**config.mk**
```make
export PLATFORM = sky130hd
export DESIGN_NAME = spi_frame_ctrl_flat
export DESIGN_NICKNAME = d
export VERILOG_FILES = /design/src/rtl/spi_frame_ctrl_if.sv /design/src/rtl/spi_frame_ctrl.sv /design/src/flat_wrapper.sv
export SDC_FILE = /design/constraint.sdc
export NUM_CORES = 1
export LEC_CHECK = 0
export ABC_AREA = 1
export CAP_MARGIN = 25
export CELL_PAD_IN_SITES_DETAIL_PLACEMENT = 1
export CELL_PAD_IN_SITES_GLOBAL_PLACEMENT = 1
export CORE_ASPECT_RATIO = 2
export CORE_MARGIN = 2
export CORE_UTILIZATION = 30
export CTS_BUF_LIST = sky130_fd_sc_hd__clkbuf_16
export DETAILED_ROUTE_END_ITERATION = 16
export GPL_TIMING_DRIVEN = 0
export MAX_ROUTING_LAYER = met4
export PLACE_DENSITY_LB_ADDON = 0.25
export SKIP_CTS_REPAIR_TIMING = 1
export SYNTH_ARGS = -nofsm -noshare
export SYNTH_HDL_FRONTEND = slang
export SYNTH_SLANG_ARGS = --single-unit
```
**constraint.sdc**
```tcl
create_clock -name sclk -period 1.6 [get_ports sclk]
set_input_delay 0.32 -clock sclk [delete_from_list [all_inputs] [get_ports sclk]]
set_output_delay 0.32 -clock sclk [all_outputs]
set_load 0.02 [all_outputs]
```
**src/rtl/spi_frame_ctrl_if.sv**
```systemverilog
`default_nettype none
// ============================================================================
//  Module   : spi_frame_ctrl_if
//  Brief    : Toggle-handshake bundle between the SPI frame controller and
//             the core clock domain (request fields out, response in).
//  Revision : 1.0  initial release
// ============================================================================
interface spi_frame_ctrl_if;

    logic        req_tgl;
    logic [1:0]  cmd;
    logic [31:0] adr;
    logic [31:0] wdata;
    logic        rsp_tgl;
    logic [31:0] rdata;

    // master: SPI-side controller issuing requests
    modport master (
        output req_tgl,
        output cmd,
        output adr,
        output wdata,
        input  rsp_tgl,
        input  rdata
    );

    // slave: core-domain responder
    modport slave (
        input  req_tgl,
        input  cmd,
        input  adr,
        input  wdata,
        output rsp_tgl,
        output rdata
    );

endinterface
`default_nettype wire

```
**src/rtl/spi_frame_ctrl.sv**
```systemverilog
`default_nettype none
// ============================================================================
//  Module   : spi_frame_ctrl
//  Brief    : SPI-clocked frame controller: receives 72-bit command frames,
//             hands them to the core via toggle handshake, returns read data.
//  Revision : 1.0  initial release
// ============================================================================
module spi_frame_ctrl #(
    parameter int FRAME_BITS  = 72,
    parameter int SYNC_STAGES = 2
) (
    input  wire logic        sclk,
    input  wire logic        rstn,
    input  wire logic        cs,
    input  wire logic        mosi,
    output logic             miso,
    output logic             busy,
    output logic [7:0]       err_cnt,
    spi_frame_ctrl_if.master bus
);

    localparam logic [2:0] c_IDLE     = 3'd0;
    localparam logic [2:0] c_SHIFT    = 3'd1;
    localparam logic [2:0] c_DECODE   = 3'd2;
    localparam logic [2:0] c_WAIT_RSP = 3'd3;
    localparam logic [2:0] c_ARM_TX   = 3'd4;
    localparam logic [2:0] c_SEND     = 3'd5;

    localparam logic [6:0] c_LAST_BIT = 7'(FRAME_BITS - 1);
    localparam int         c_OP_LSB   = FRAME_BITS - 8;
    localparam logic [1:0] c_CMD_RD   = 2'b10;
    localparam logic [7:0] c_RD_TAG   = 8'h0F;

    // ------------------------------------------------------------------
    // Registers
    // ------------------------------------------------------------------
    logic [2:0]            r_state;
    logic [FRAME_BITS-1:0] r_sr;
    logic [6:0]            r_bitcnt;
    logic                  r_armed;
    logic                  r_req_tgl;
    logic [1:0]            r_cmd;
    logic [31:0]           r_adr;
    logic [31:0]           r_wdata;
    logic [7:0]            r_err_cnt;
    logic [SYNC_STAGES-1:0] r_rsp_sync;
    logic                  r_rsp_edge;

    // ------------------------------------------------------------------
    // Next-state values
    // ------------------------------------------------------------------
    logic [2:0]            w_state_nxt;
    logic [FRAME_BITS-1:0] w_sr_nxt;
    logic [6:0]            w_bitcnt_nxt;
    logic                  w_req_nxt;
    logic [1:0]            w_cmd_nxt;
    logic [31:0]           w_adr_nxt;
    logic [31:0]           w_wdata_nxt;
    logic                  w_err_inc;
    logic                  w_frame_start;
    logic                  w_armed_nxt;
    logic [7:0]            w_err_nxt;

    logic [SYNC_STAGES:0]  w_sync_d;
    logic                  w_rsp_evt;
    logic [7:0]            w_opcode;
    logic                  w_op_valid;

    // Synchronizer chain: index 0 is the flop nearest rsp_tgl
    assign w_sync_d  = {r_rsp_sync, bus.rsp_tgl};
    assign w_rsp_evt = r_rsp_sync[SYNC_STAGES-1] ^ r_rsp_edge;

    assign w_opcode   = r_sr[FRAME_BITS-1 -: 8];
    assign w_op_valid = (w_opcode == 8'h01) || (w_opcode == 8'h02) ||
                        (w_opcode == 8'h03);

    // Any sampled cs=1 re-arms; starting a frame (rx or tx) disarms
    assign w_armed_nxt = cs ? 1'b1 : (w_frame_start ? 1'b0 : r_armed);
    assign w_err_nxt   = (w_err_inc && (r_err_cnt != 8'hFF)) ?
                         (r_err_cnt + 8'd1) : r_err_cnt;

    // ------------------------------------------------------------------
    // State and datapath register
    // ------------------------------------------------------------------
    always_ff @(posedge sclk or negedge rstn) begin
        if (!rstn) begin
            r_state    <= c_IDLE;
            r_sr       <= '0;
            r_bitcnt   <= 7'd0;
            r_armed    <= 1'b0;
            r_req_tgl  <= 1'b0;
            r_cmd      <= 2'b00;
            r_adr      <= 32'd0;
            r_wdata    <= 32'd0;
            r_err_cnt  <= 8'd0;
            r_rsp_sync <= '0;
            r_rsp_edge <= 1'b0;
        end else begin
            r_state    <= w_state_nxt;
            r_sr       <= w_sr_nxt;
            r_bitcnt   <= w_bitcnt_nxt;
            r_armed    <= w_armed_nxt;
            r_req_tgl  <= w_req_nxt;
            r_cmd      <= w_cmd_nxt;
            r_adr      <= w_adr_nxt;
            r_wdata    <= w_wdata_nxt;
            r_err_cnt  <= w_err_nxt;
            r_rsp_sync <= w_sync_d[SYNC_STAGES-1:0];
            // Edge flop tracks every cycle, so stray events are consumed
            r_rsp_edge <= r_rsp_sync[SYNC_STAGES-1];
        end
    end

    // ------------------------------------------------------------------
    // Next-state logic
    // ------------------------------------------------------------------
    always_comb begin
        w_state_nxt   = r_state;
        w_sr_nxt      = r_sr;
        w_bitcnt_nxt  = r_bitcnt;
        w_req_nxt     = r_req_tgl;
        w_cmd_nxt     = r_cmd;
        w_adr_nxt     = r_adr;
        w_wdata_nxt   = r_wdata;
        w_err_inc     = 1'b0;
        w_frame_start = 1'b0;

        case (r_state)
            c_IDLE: begin
                if (!cs && r_armed) begin
                    w_frame_start = 1'b1;
                    w_sr_nxt      = {r_sr[FRAME_BITS-2:0], mosi};
                    w_bitcnt_nxt  = 7'd1;
                    w_state_nxt   = c_SHIFT;
                end
            end

            c_SHIFT: begin
                if (cs) begin
                    w_err_inc    = 1'b1;
                    w_sr_nxt     = '0;
                    w_bitcnt_nxt = 7'd0;
                    w_state_nxt  = c_IDLE;
                end else begin
                    w_sr_nxt     = {r_sr[FRAME_BITS-2:0], mosi};
                    w_bitcnt_nxt = r_bitcnt + 7'd1;
                    if (r_bitcnt == c_LAST_BIT) begin
                        w_state_nxt = c_DECODE;
                    end
                end
            end

            c_DECODE: begin
                w_bitcnt_nxt = 7'd0;
                if (w_op_valid) begin
                    w_cmd_nxt   = r_sr[c_OP_LSB +: 2];
                    w_adr_nxt   = r_sr[c_OP_LSB-1 -: 32];
                    w_wdata_nxt = r_sr[31:0];
                    w_req_nxt   = ~r_req_tgl;
                    w_state_nxt = c_WAIT_RSP;
                end else begin
                    w_err_inc   = 1'b1;
                    w_state_nxt = c_IDLE;
                end
            end

            c_WAIT_RSP: begin
                if (w_rsp_evt) begin
                    if (r_cmd == c_CMD_RD) begin
                        w_sr_nxt    = {c_RD_TAG, r_adr, bus.rdata};
                        w_state_nxt = c_ARM_TX;
                    end else begin
                        w_state_nxt = c_IDLE;
                    end
                end
            end

            c_ARM_TX: begin
                // Response frame only starts after a fresh cs high/low cycle
                if (r_armed && !cs) begin
                    w_frame_start = 1'b1;
                    w_bitcnt_nxt  = 7'd0;
                    w_state_nxt   = c_SEND;
                end
            end

            c_SEND: begin
                if (cs) begin
                    w_err_inc    = 1'b1;
                    w_sr_nxt     = '0;
                    w_bitcnt_nxt = 7'd0;
                    w_state_nxt  = c_IDLE;
                end else begin
                    w_sr_nxt     = {r_sr[FRAME_BITS-2:0], 1'b0};
                    w_bitcnt_nxt = r_bitcnt + 7'd1;
                    if (r_bitcnt == c_LAST_BIT) begin
                        w_state_nxt = c_IDLE;
                    end
                end
            end

            default: begin
                w_state_nxt  = c_IDLE;
                w_bitcnt_nxt = 7'd0;
            end
        endcase
    end

    // ------------------------------------------------------------------
    // Output logic
    // ------------------------------------------------------------------
    always_comb begin
        busy = (r_state != c_IDLE);
        miso = 1'b0;
        if (r_state == c_SEND) begin
            miso = r_sr[FRAME_BITS-1];
        end
    end

    assign err_cnt     = r_err_cnt;
    assign bus.req_tgl = r_req_tgl;
    assign bus.cmd     = r_cmd;
    assign bus.adr     = r_adr;
    assign bus.wdata   = r_wdata;

endmodule
`default_nettype wire

```
**src/flat_wrapper.sv**
```systemverilog
// flat-port wrapper written by rule: the top's interface ports become plain ports
module spi_frame_ctrl_flat 
#(
    parameter int FRAME_BITS  = 72,
    parameter int SYNC_STAGES = 2
)
  (sclk, rstn, cs, mosi, miso, busy, err_cnt, bus_req_tgl, bus_cmd, bus_adr, bus_wdata, bus_rsp_tgl, bus_rdata);
  spi_frame_ctrl_if bus_i ();
  input  wire logic sclk;
  input  wire logic rstn;
  input  wire logic cs;
  input  wire logic mosi;
  output logic miso;
  output logic busy;
  output logic [7:0] err_cnt;
  output wire logic [$bits(bus_i.req_tgl)-1:0] bus_req_tgl;
  output wire logic [$bits(bus_i.cmd)-1:0] bus_cmd;
  output wire logic [$bits(bus_i.adr)-1:0] bus_adr;
  output wire logic [$bits(bus_i.wdata)-1:0] bus_wdata;
  input wire logic [$bits(bus_i.rsp_tgl)-1:0] bus_rsp_tgl;
  input wire logic [$bits(bus_i.rdata)-1:0] bus_rdata;
  assign bus_req_tgl = bus_i.req_tgl;
  assign bus_cmd = bus_i.cmd;
  assign bus_adr = bus_i.adr;
  assign bus_wdata = bus_i.wdata;
  assign bus_i.rsp_tgl = bus_rsp_tgl;
  assign bus_i.rdata = bus_rdata;
  spi_frame_ctrl #(.FRAME_BITS(FRAME_BITS), .SYNC_STAGES(SYNC_STAGES)) u_core (.sclk(sclk), .rstn(rstn), .cs(cs), .mosi(mosi), .miso(miso), .busy(busy), .err_cnt(err_cnt), .bus(bus_i));
endmodule
```
==> run metrics, run 1 <==
status=complete, but fails checks; failing checks=setup timing; number of DRC markers in iteration 0=250; router iterations before antenna repair=4; Skew-Pair Late Insertion Delay=0.45 ns; start point of the worst hold path=bus_rsp_tgl; most area-consuming cells after synthesis=dfrtp_1, nand2_1, o21ai_0; Reg2Reg Capture Point=u_core.bus.wdata[4]; highest-delay cell along the critical path=dfrtp_2; mean area per synthesized cell=7.973 um^2; cell type contributing the most total cell area after synthesis=dfrtp_1; placer congestion estimate=0.8066; diodes inserted=0; critical path data required time=1.28 ns; TritonCTS clock tree=built; number of top-level pins=114; synthesized netlist net count=973; final WL=23400 um; most numerous cell types in the synthesized netlist=nand2_1, o21ai_0, dfrtp_1; TritonCTS buffer count=17; global-route wire length before repair=37070 um; Slowest Stage Delay on Critical Path=0.44 ns; area of the core region=24420 um^2; worst setup path category=reg2out; placement-stage cell area=9029 um^2; count of flip-flops with a built-in enable after synthesis=0; post-route antenna net violation count=0; final critical-path share of the clock period=1.162; Synth Cell Area=7447 um^2; Worst Hold Class=in2reg; Setup WS post-layout=-0.2590 ns; portion of synthesized cell area occupied by the leading cell type=0.5410; pin count of the biggest net entering global routing=82; Initial Utilization=0.3049; NumNets Final=1117; final setup fails=165; setup repair after global routing missed its margin=yes; count of yosys warnings during synthesis=0; Max Slew Vio Count=0; minimum setup slack among reg-to-reg paths=-0.22 ns; clk buf depth=2; number of instances on the worst hold path=1; overflow left after global routing=0; CTS Root Cell=clkbuf_16; total track usage=0.1897; Combinational Power Share=0.428; Net Sw Frac=0.4157; reg-to-reg startpoint=u_core.r_state[1]; fmax=537.9 MHz; Clock Power Share=0.236; wire length per cell after detailed routing=16.47 um; CP Max Fanout=6; Slew @ Worst Pin=0.6775 ns; total vias in the final route=6616; count of different cell masters after synthesis=27; met1 GRT Util=0.1949; sequential share of power=0.336; # port buffers=113; sequential area share after synthesis=0.5410; layout cells sized above 1=0.09550; path depth of the worst reg2reg path=7; Slew HR=0.5483; routed vias/inst=4.656; Setup crit end kind=output port; cell with the most instances on the worst path=inv_2; HPWL Detailed=16670 um; worst path buffer plus inverter count=3; most used flip-flop cell after synthesis=dfrtp_1; final setup skew=0.01099 ns; finished layout cell area=9945 um^2; sequence of cells on the critical path=inv_2 -> nor2_4 -> inv_2 -> nor3_2 -> buf_4; GRT met3 Usage=0.04491; max-cap check violation count=0; row cnt=81; number of remaining DRC errors=0; async set or reset register ratio after synthesis=1.000; min cycle time layout=1.859 ns; most congested layer reported by global routing=met2; die extent in x=115.4 um; maximum resistive drop on vdd=0.0006323 V; startpoint class of the critical path=flop; data arrival time of the critical path=1.54 ns; most frequent cell after synthesis=nand2_1; synthesis-stage register bit count=161; Hold Path Sink=u_core.r_rsp_sync[0]; layout overhead on the synthesized area=33.53%; family with the most delay on the worst path=flip-flops; met2 track demand over resource in global routing=0.3514; number of sinks on the clock net=161; Final TNS setup=-18.49 ns; net switching power of the design=6.803 mW; Synth Instances=934; PwrDens=1645 nW/um^2; Power Internal=9.560 mW; static leakage power=5.662 nW; number of antenna violations at the first check in global routing=0; final-report hold violation count=0; clock transition at the registers of the reported paths=0.06 ns; height of the chip=226.8 um; H-tree depth reported by CTS=4; final design utilization=0.4072; Die Footprint=26180 um^2; via count of the first global-routing pass=7108
## area by class of cell
class                      instances  area (um^2)
multi-input combinational        629         2908
inverter                          99        379.1
tap                              332        415.4
sequential                       161         4033
fill                            2931        14480
buffer                            48        302.8
timing repair buffer             122         1376
clock inverter                    13        105.1
clock buffer                      17        425.4
## per-stage QoR
stage,setup slack (ns),total power [mW],std cells,hold slack [ns]
after global routing,-0.3417,17.49,1421,0.3155
after CTS,-0.9987,15.95,1410,-0.1076
after detailed placement,-0.5450,11.97,1380,0.3379
final,-0.2590,16.36,1421,0.3182
after floorplan,0.05343,9.280,934,0.02441
after global placement,-7.003,11.87,1379,0.3376
## flip-flops by register name (all words and copies together), names as in the netlist
signal / count
u_core.r_state: 3
u_core.bus.wdata: 32
u_core.r_rsp_sync: 2
u_core.r_rsp_edge: 1
u_core.bus.cmd: 2
u_core.r_bitcnt: 7
u_core.r_armed: 1
u_core.bus.req_tgl: 1
u_core.err_cnt: 8
u_core.bus.adr: 32
u_core.r_sr: 72
## power by group through the flow
stage               Combinational (mW)  Sequential, mW  Clock, mW
detailed placement                6.42            5.55          0
floorplan                         3.45            5.83          0
global placement                  6.33            5.53          0
global route                      7.75            5.60       4.14
CTS                               6.46            5.49       4.01
finish                            7.01            5.49       3.87
## worst max-delay path by stage
stage                       from           endpoint  cells after the start
6_report       u_core.r_state[0]               miso                      5
4_1_cts        u_core.r_state[0]               miso                      5
3_5_place_dp                  cs     u_core.r_sr[0]                      9
3_3_place_gp                rstn  u_core.bus.adr[1]                      1
2_1_floorplan  u_core.r_state[1]    u_core.r_sr[10]                      7
5_1_grt        u_core.r_state[0]               miso                      5
## worst register-to-register path, stage by stage (launching register included)
cell and delay (ns):
dfrtp_2 0.47, inv_1 0.08, nor3_2 0.24, nand3_4 0.21, buf_2 0.26, buf_2 0.23, nand2_1 0.08, o21ai_0 0.10
## cell usage in the layout (no fill, tap or decap), types with 10 or more instances in the layout
| master | count |
|---|---|
| nor2_1 | 20 |
| buf_4 | 10 |
| o21ai_0 | 175 |
| nand3_1 | 16 |
| clkdlybuf4s50_1 | 51 |
| inv_1 | 96 |
| clkbuf_16 | 17 |
| dlymetal6s2s_1 | 59 |
| o21ai_1 | 35 |
| nand2_1 | 334 |
| buf_2 | 14 |
| dfrtp_1 | 158 |
## cells by family (layout without fill, tap and decap cells)
| kind of cell | count (synthesis) | after routing | synth area share |
|---|---|---|---|
| simple gates | 399 | 402 | 0.2169 |
| compound gates | 220 | 220 | 0.1494 |
| flops | 161 | 161 | 0.5410 |
| buf+inv | 147 | 299 | 0.08350 |
| xor+xnor | 5 | 5 | 0.005881 |
| fa+ha+maj | 2 | 2 | 0.003360 |
## metal layers
layer,vias up,part of all wire
met5,-,0
met4,0,0.016
met3,21,0.032
met2,105,0.56
met1,3245,0.39
li1,3245,-
Power figures use the tool's default switching activity.
==> inputs of run 2 (changes only) <==
Settings changed: CAP_MARGIN 25 to unset, CTS_CLUSTER_DIAMETER set to 80.
==> results of run 2 <==
Same layout as run 1: the final DEF is identical, and so are final timing and power.
